`src/rtl/cpu_pkg.sv`:
```
// Shared definitions for the single-cycle datapath. The fetch/PC stage and
// the opcode decoder both use it.
//   - opcode encodings (R-type .. jmp, plus the halt opcode)
//   - the bubble instruction driven while no instruction is live
//   - fetch FSM state encoding
//   - bit positions inside the decoder's branch vector
package cpu_pkg;

    localparam logic [5:0] OP_RTYPE = 6'b000000;
    localparam logic [5:0] OP_ADDI  = 6'b000001;
    localparam logic [5:0] OP_ANDI  = 6'b000010;
    localparam logic [5:0] OP_ORI   = 6'b000011;
    localparam logic [5:0] OP_LW    = 6'b000100;
    localparam logic [5:0] OP_SW    = 6'b000101;
    localparam logic [5:0] OP_BEQ   = 6'b000110;
    localparam logic [5:0] OP_BNE   = 6'b000111;
    localparam logic [5:0] OP_SLTI  = 6'b001000;
    localparam logic [5:0] OP_JMP   = 6'b001001;
    localparam logic [5:0] HALT_OP  = 6'b111111;

    // Carries the halt opcode with all other fields zero; the decoder
    // turns it into an instruction with no register or memory writes.
    localparam logic [31:0] BUBBLE_INSTR = 32'hFC00_0000;

    localparam int BR_EQ = 0;
    localparam int BR_NE = 1;

    typedef enum logic [1:0] {
        IDLE = 2'd0,
        RUN  = 2'd1,
        HALT = 2'd2
    } state_t;

endpackage

```
`src/rtl/next_pc_logic.sv`:
```
// Combinational next-PC selection for the fetch stage.
// Ports:
//   i_pc       current program counter
//   i_instr    instruction presented this cycle (bubble when not live)
//   i_jump     decoder jump request
//   i_branch   decoder branch request, [BR_EQ]=beq, [BR_NE]=bne
//   i_zero     ALU zero flag for the current instruction
//   o_pc_plus4 sequential successor address
//   o_next_pc  selected successor: jump, then taken branch, then pc+4
module next_pc_logic
    import cpu_pkg::*;
(
    input  logic [31:0] i_pc,
    input  logic [31:0] i_instr,
    input  logic        i_jump,
    input  logic [1:0]  i_branch,
    input  logic        i_zero,
    output logic [31:0] o_pc_plus4,
    output logic [31:0] o_next_pc
);

    logic [31:0] w_seimm;
    logic [31:0] w_btarget;
    logic [31:0] w_jtarget;
    logic        w_taken;

    assign o_pc_plus4 = i_pc + 32'd4;
    assign w_seimm    = {{16{i_instr[15]}}, i_instr[15:0]};
    assign w_btarget  = o_pc_plus4 + (w_seimm << 2);
    assign w_jtarget  = {o_pc_plus4[31:28], i_instr[25:0], 2'b00};
    // Both terms are ORed, so branch==2'b11 is taken whatever zero is.
    assign w_taken    = (i_branch[BR_EQ] & i_zero) | (i_branch[BR_NE] & ~i_zero);

    // Successor priority: jump over taken branch over fall-through.
    always_comb begin
        o_next_pc = o_pc_plus4;
        if (i_jump) begin
            o_next_pc = w_jtarget;
        end else if (w_taken) begin
            o_next_pc = w_btarget;
        end else begin
            o_next_pc = o_pc_plus4;
        end
    end

endmodule

```
`src/rtl/fetch_pc_unit.sv`:
```
// Instruction-fetch / program-counter stage feeding the opcode decoder.
// Holds the PC, addresses instruction memory, presents the live instruction
// and sequences IDLE -> RUN -> HALT with stall, range fault and a
// retired-instruction counter.
// Ports:
//   clk, rst        clock, synchronous active-high reset
//   start           pulse: leave IDLE, or restart from HALT
//   stall           hold PC and counter this cycle
//   jump, branch    decoder control-flow requests
//   zero            ALU zero flag for the current instruction
//   imem_data       combinational read of imem_addr
//   imem_addr, pc   current PC (byte address)
//   pc_plus4        pc + 4
//   instr, op       live instruction (bubble when !valid) and its opcode
//   valid           instruction live this cycle
//   halted          FSM in HALT
//   fault           sticky: PC left instruction memory
//   retired         instructions retired since start
module fetch_pc_unit #(
    parameter logic [31:0] RESET_PC     = 32'h0000_0000,
    parameter int          IMEM_DEPTH   = 256,
    parameter logic [5:0]  HALT_OP      = cpu_pkg::HALT_OP,
    parameter logic [31:0] BUBBLE_INSTR = cpu_pkg::BUBBLE_INSTR
) (
    input  logic        clk,
    input  logic        rst,
    input  logic        start,
    input  logic        stall,
    input  logic        jump,
    input  logic [1:0]  branch,
    input  logic        zero,
    input  logic [31:0] imem_data,
    output logic [31:0] imem_addr,
    output logic [31:0] instr,
    output logic [5:0]  op,
    output logic [31:0] pc,
    output logic [31:0] pc_plus4,
    output logic        valid,
    output logic        halted,
    output logic        fault,
    output logic [31:0] retired
);

    import cpu_pkg::*;

    // One past the last byte address; 33 bits so the limit itself never wraps.
    localparam logic [32:0] PC_LIMIT = 33'(IMEM_DEPTH) * 33'd4;

    state_t      r_state;
    logic [31:0] r_pc;
    logic [31:0] r_retired;
    logic        r_fault;

    logic        w_in_range;
    logic [31:0] w_next_pc;

    assign w_in_range = ({1'b0, r_pc} < PC_LIMIT);

    assign imem_addr = r_pc;
    assign pc        = r_pc;
    assign valid     = (r_state == RUN) && w_in_range;
    assign instr     = valid ? imem_data : BUBBLE_INSTR;
    assign op        = instr[31:26];
    assign halted    = (r_state == HALT);
    assign fault     = r_fault;
    assign retired   = r_retired;

    next_pc_logic u_next_pc (
        .i_pc       (r_pc),
        .i_instr    (instr),
        .i_jump     (jump),
        .i_branch   (branch),
        .i_zero     (zero),
        .o_pc_plus4 (pc_plus4),
        .o_next_pc  (w_next_pc)
    );

    // Fetch FSM with PC, retired counter and sticky fault.
    always_ff @(posedge clk) begin
        if (rst) begin
            r_state   <= IDLE;
            r_pc      <= RESET_PC;
            r_retired <= 32'd0;
            r_fault   <= 1'b0;
        end else begin
            case (r_state)
                IDLE: begin
                    if (start) begin
                        r_state <= RUN;
                    end else begin
                        r_state <= IDLE;
                    end
                end
                RUN: begin
                    if (stall) begin
                        r_pc <= r_pc;
                    end else if (!w_in_range) begin
                        // Range is checked before the opcode: an out-of-range
                        // PC presents the bubble, which carries HALT_OP.
                        r_fault <= 1'b1;
                        r_state <= HALT;
                    end else if (op == HALT_OP) begin
                        r_state <= HALT;
                    end else begin
                        r_pc      <= w_next_pc;
                        r_retired <= r_retired + 32'd1;
                    end
                end
                HALT: begin
                    if (start) begin
                        r_pc      <= RESET_PC;
                        r_retired <= 32'd0;
                        r_fault   <= 1'b0;
                        r_state   <= RUN;
                    end else begin
                        r_state <= HALT;
                    end
                end
                default: begin
                    r_state <= IDLE;
                end
            endcase
        end
    end

endmodule

```
`config.mk`:
```
export PLATFORM = sky130hd
export DESIGN_NAME = fetch_pc_unit
export DESIGN_NICKNAME = d
export VERILOG_FILES = /design/src/rtl/cpu_pkg.sv /design/src/rtl/next_pc_logic.sv /design/src/rtl/fetch_pc_unit.sv
export SDC_FILE = /design/constraint.sdc
export NUM_CORES = 1
export LEC_CHECK = 0
export BUFFER_PORTS_ARGS = -buffer_cell sky130_fd_sc_hd__buf_2
export CAP_MARGIN = 20
export CORE_MARGIN = 5
export CORE_UTILIZATION = 46
export DETAILED_ROUTE_END_ITERATION = 12
export PLACE_DENSITY = 0.82
export REMOVE_ABC_BUFFERS = 1
export SETUP_SLACK_MARGIN = 0.4
export SKIP_LAST_GASP = 1
export SLEW_MARGIN = 20
export SYNTH_ARGS = -nofsm -noshare
export SYNTH_HDL_FRONTEND = slang
export SYNTH_SLANG_ARGS = --single-unit
```
`constraint.sdc`:
```
create_clock -name clk -period 4.2 [get_ports clk]
set_input_delay 0.21 -clock clk [delete_from_list [all_inputs] [get_ports clk]]
set_output_delay 0.21 -clock clk [all_outputs]
set_load 0.01 [all_outputs]
```
==> Flow_metrics.wiki <==
{| class="wikitable"
! Metric !! Value
|-
| Synth-to-layout area growth || 35.9%
|-
| Total standard cell area after synthesis || 5820 sq um
|-
| Core region area || 12500 sq um
|-
| Number of antenna violations at the first check in global routing || 0
|-
| Via count of the first global-routing pass || 6148
|-
| Ratio of final minimum period to clock period || 0.907
|-
| Clock insertion delay at the later pin of the skew report || 340 ps
|-
| Antenna Cells || 0
|-
| Average wire length per cell after detail routing || 18.5 um
|-
| Total number of nets in the final design || 1059
|-
| Antenna-violating nets left || 0
|-
| Flip-flop and latch count after synthesis || 65
|-
| Maximum cell stage delay along the critical path || 370 ps
|-
| DP HPWL || 15.1 mm
|-
| Routed wire length || 21.6 mm
|-
| RePlAce Congestion || 0.966
|-
| Maximum ir drop on the vdd rail || 0.251 mV
|-
| Average via count per standard cell || 5.90
|-
| Cell row count || 41
|-
| Total Power || 2480 uW
|-
| Max Clock Freq || 263 MHz
|-
| Worst endpoint required time || 4430 ps
|-
| EDFF count, synth || 0
|-
| Number of clock sinks || 65
|-
| Setup violation total in the final timing report || 0
|-
| Non-Filler Cell Area, Final || 7910 sq um
|-
| Power per standard cell area || 314 nW/um^2
|-
| Number of buffer cells added on primary ports || 202
|-
| Most instantiated cells after synthesis || 78 x sky130_fd_sc_hd__nand2_1, 72 x sky130_fd_sc_hd__nor2_1, 65 x sky130_fd_sc_hd__dfxtp_1, 53 x sky130_fd_sc_hd__a21oi_1, 48 x sky130_fd_sc_hd__o21ai_0
|-
| Die span in y || 122 um
|-
| Min Tclk post-route || 3810 ps
|-
| Post-Route Skew || 5.07 ps
|-
| Largest net degree at the start of global routing || 32
|-
| CP cell instances || ha_4 -> nand4_1 -> nor2_2 -> nand2_1 -> xnor2_2 -> ha_4 -> a21o_1 -> a21o_1 -> a21oi_1 -> o21ai_1 -> a32o_1 -> a31o_4 -> o21a_1 -> a211oi_2 -> o21ai_1 -> a22o_1
|-
| Worst min path class || input pin to register
|-
| CP bufs+invs || 0
|-
| Sequential area share after synthesis || 0.224
|-
| Largest fanout on the critical path || 7
|-
| Gate Count Post-Synth || 774
|-
| Setup repair after global routing missed its margin || yes
|-
| Number of distinct library cells after synthesis || 72
|-
| Die extent in x || 122 um
|-
| Filler cells || 1058
|-
| Ys Warns || 0
|-
| I/O pin count || 209
|-
| Sequential cell area || 1320 sq um
|-
| Largest delay share family, worst path || compound AO/OA/AOI/OAI gates
|-
| Num CTS Buffers || 9
|-
| Pin slew with the least headroom to its limit || 1080 ps
|-
| Vias post-DR || 6875
|-
| Cell with the most instances after synthesis || sky130_fd_sc_hd__nand2_1
|-
| Global route overflow || 0
|-
| Result of the run || completed
|-
| Instance area after placement || 6920 sq um
|-
| Slowest cell on crit path || sky130_fd_sc_hd__dfxtp_2
|-
| Remaining DRCs || 0
|-
| Number of failing hold endpoints at the final stage || 0
|-
| Multi-input gate area in the final layout || 4430 sq um
|-
| TritonCTS clock tree || done
|-
| Fraction of synthesized cell area taken by the top area cell type || 0.224
|-
| Die Footprint || 15000 sq um
|-
| Library cell used as clock root buffer || sky130_fd_sc_hd__clkbuf_16
|-
| Kind of critical path || register to register
|-
| Crit path DAT || 4040 ps
|-
| Global-route wire length before repair || 30.9 mm
|-
| Fraction of registers with async set/reset || 0
|-
| Initial Utilization || 0.465
|-
| Number of detailed-route iterations in the first pass || 5
|-
| Kind of start point of the critical path || register
|-
| GRT Resource Usage Total || 0.258
|-
| Crit end category || register
|-
| Synthesized area per cell || 7.52 sq um
|-
| Biggest area consumer among synthesized cells || sky130_fd_sc_hd__dfxtp_1
|-
| Final Max Tran Viols || 0
|-
| Post-CTS Hold Buffers || 0
|-
| Share of layout cells above drive strength 1 || 0.385
|-
| Cell types occupying the most area after synthesis || sky130_fd_sc_hd__dfxtp_1 22%, sky130_fd_sc_hd__ha_1 6.5%, sky130_fd_sc_hd__buf_4 5.4%
|-
| Top flip-flop cell by instance count after synthesis || sky130_fd_sc_hd__dfxtp_1
|-
| Max Root-Sink Buffers || 2
|-
| Max-cap viol count || 0
|-
| Number of design-rule violations left by the first detailed-router iteration || 753
|-
| Leakage || 0.00376 uW
|-
| Relative max-transition margin || 0.279
|-
| Clock-pin transition on the worst setup and hold timing paths || 60 ps
|-
| Level count of the clock H-tree || 3
|}
## final timing paths
kind	start	to	slack (ps)	depth (start not counted)
setup / recovery	imem_addr[2]$_SDFFE_PP0P_	imem_addr[27]$_SDFFE_PP0P_	390	16
hold reg to reg	retired[31]$_SDFFE_PP0P_	retired[31]$_SDFFE_PP0P_	500	2
setup reg to reg	imem_addr[2]$_SDFFE_PP0P_	imem_addr[27]$_SDFFE_PP0P_	390	16
hold / removal	stall	r_state[0]$_SDFFE_PP0P_	210	5
## cell usage in the layout, fill, tap and decap left out, drive strengths merged, types with 11 or more instances in the layout
cell,instances
ha,30
nor2,72
and3,16
nand2b,16
inv,22
and2,25
dfxtp,65
o21ai,52
nand4,16
buf,272
nand2,78
xor2,35
nand3,28
a21oi,53
a22oi,11
xnor2,35
or3,21
## stage by stage
stage	hold WS, ps	std cells	util	setup TNS (ps)	setup WS [ps]
global placement	477	1119	0.553	-5.99	-5.99
finish	208	1166	0.632	0	391
global route	284	1166	0.632	0	269
detailed placement	486	1119	0.553	0	33.8
CTS	210	1139	0.587	0	405
floorplan	279	705	-	-28.5	-21.2
## repair_timing
action,in CTS,in global routing
setup endpoints to repair,20,18
pin swaps,6,32
cloned,0,1
buffers inserted,4,26
gates resized for setup,24,77
## per-layer routing
layer	global-route usage	routed length, um
met3	0.0548	2230
met4	0.114	932
met2	0.418	9800
met1	0.330	8660
met5	0	0
## power by group
| part | internal, uW | switching [uW] | leakage [uW] |
|---|---|---|---|
| clock | 465 | 311 | 0.000146 |
| sequential | 636 | 25.2 | 0.000532 |
| combinational | 435 | 612 | 0.00308 |
## worst min-delay path: stages
cell and delay (ps):
sky130_fd_sc_hd__buf_2 80, sky130_fd_sc_hd__nand2_1 40, sky130_fd_sc_hd__o21ai_0 60, sky130_fd_sc_hd__a21oi_1 50, sky130_fd_sc_hd__nor2_1 70
## layout make-up
cell class,count,share of cell area
clock buffer,9,0.0285
clock inverter,7,0.00981
inverter,20,0.0111
multi-input combinational,620,0.560
sequential,65,0.167
tap,172,0.0272
timing repair buffer,272,0.195
timing repair inverter,1,0.00111
## sequential cells by signal (all words and copies together) (netlist names)
name,cells
imem_addr,30
r_state,2
fault,1
retired,32
## kinds of logic (layout without fill, tap and decap cells)
family                   count (synthesis)  in the layout  share of synthesized area
AO/OA/AOI/OAI                          198            198                      0.226
XOR/XNOR                                70             70                      0.105
buffers and inverters                   94            309                     0.0909
multiplexers                             8              8                     0.0142
other                                    1              6                   0.000644
adder cells (fa/ha/maj)                 32             32                     0.0679
AND/OR/NAND/NOR                        306            306                      0.271
flip-flops                              65             65                      0.224
No activity file was read; power rests on OpenSTA's default activity.
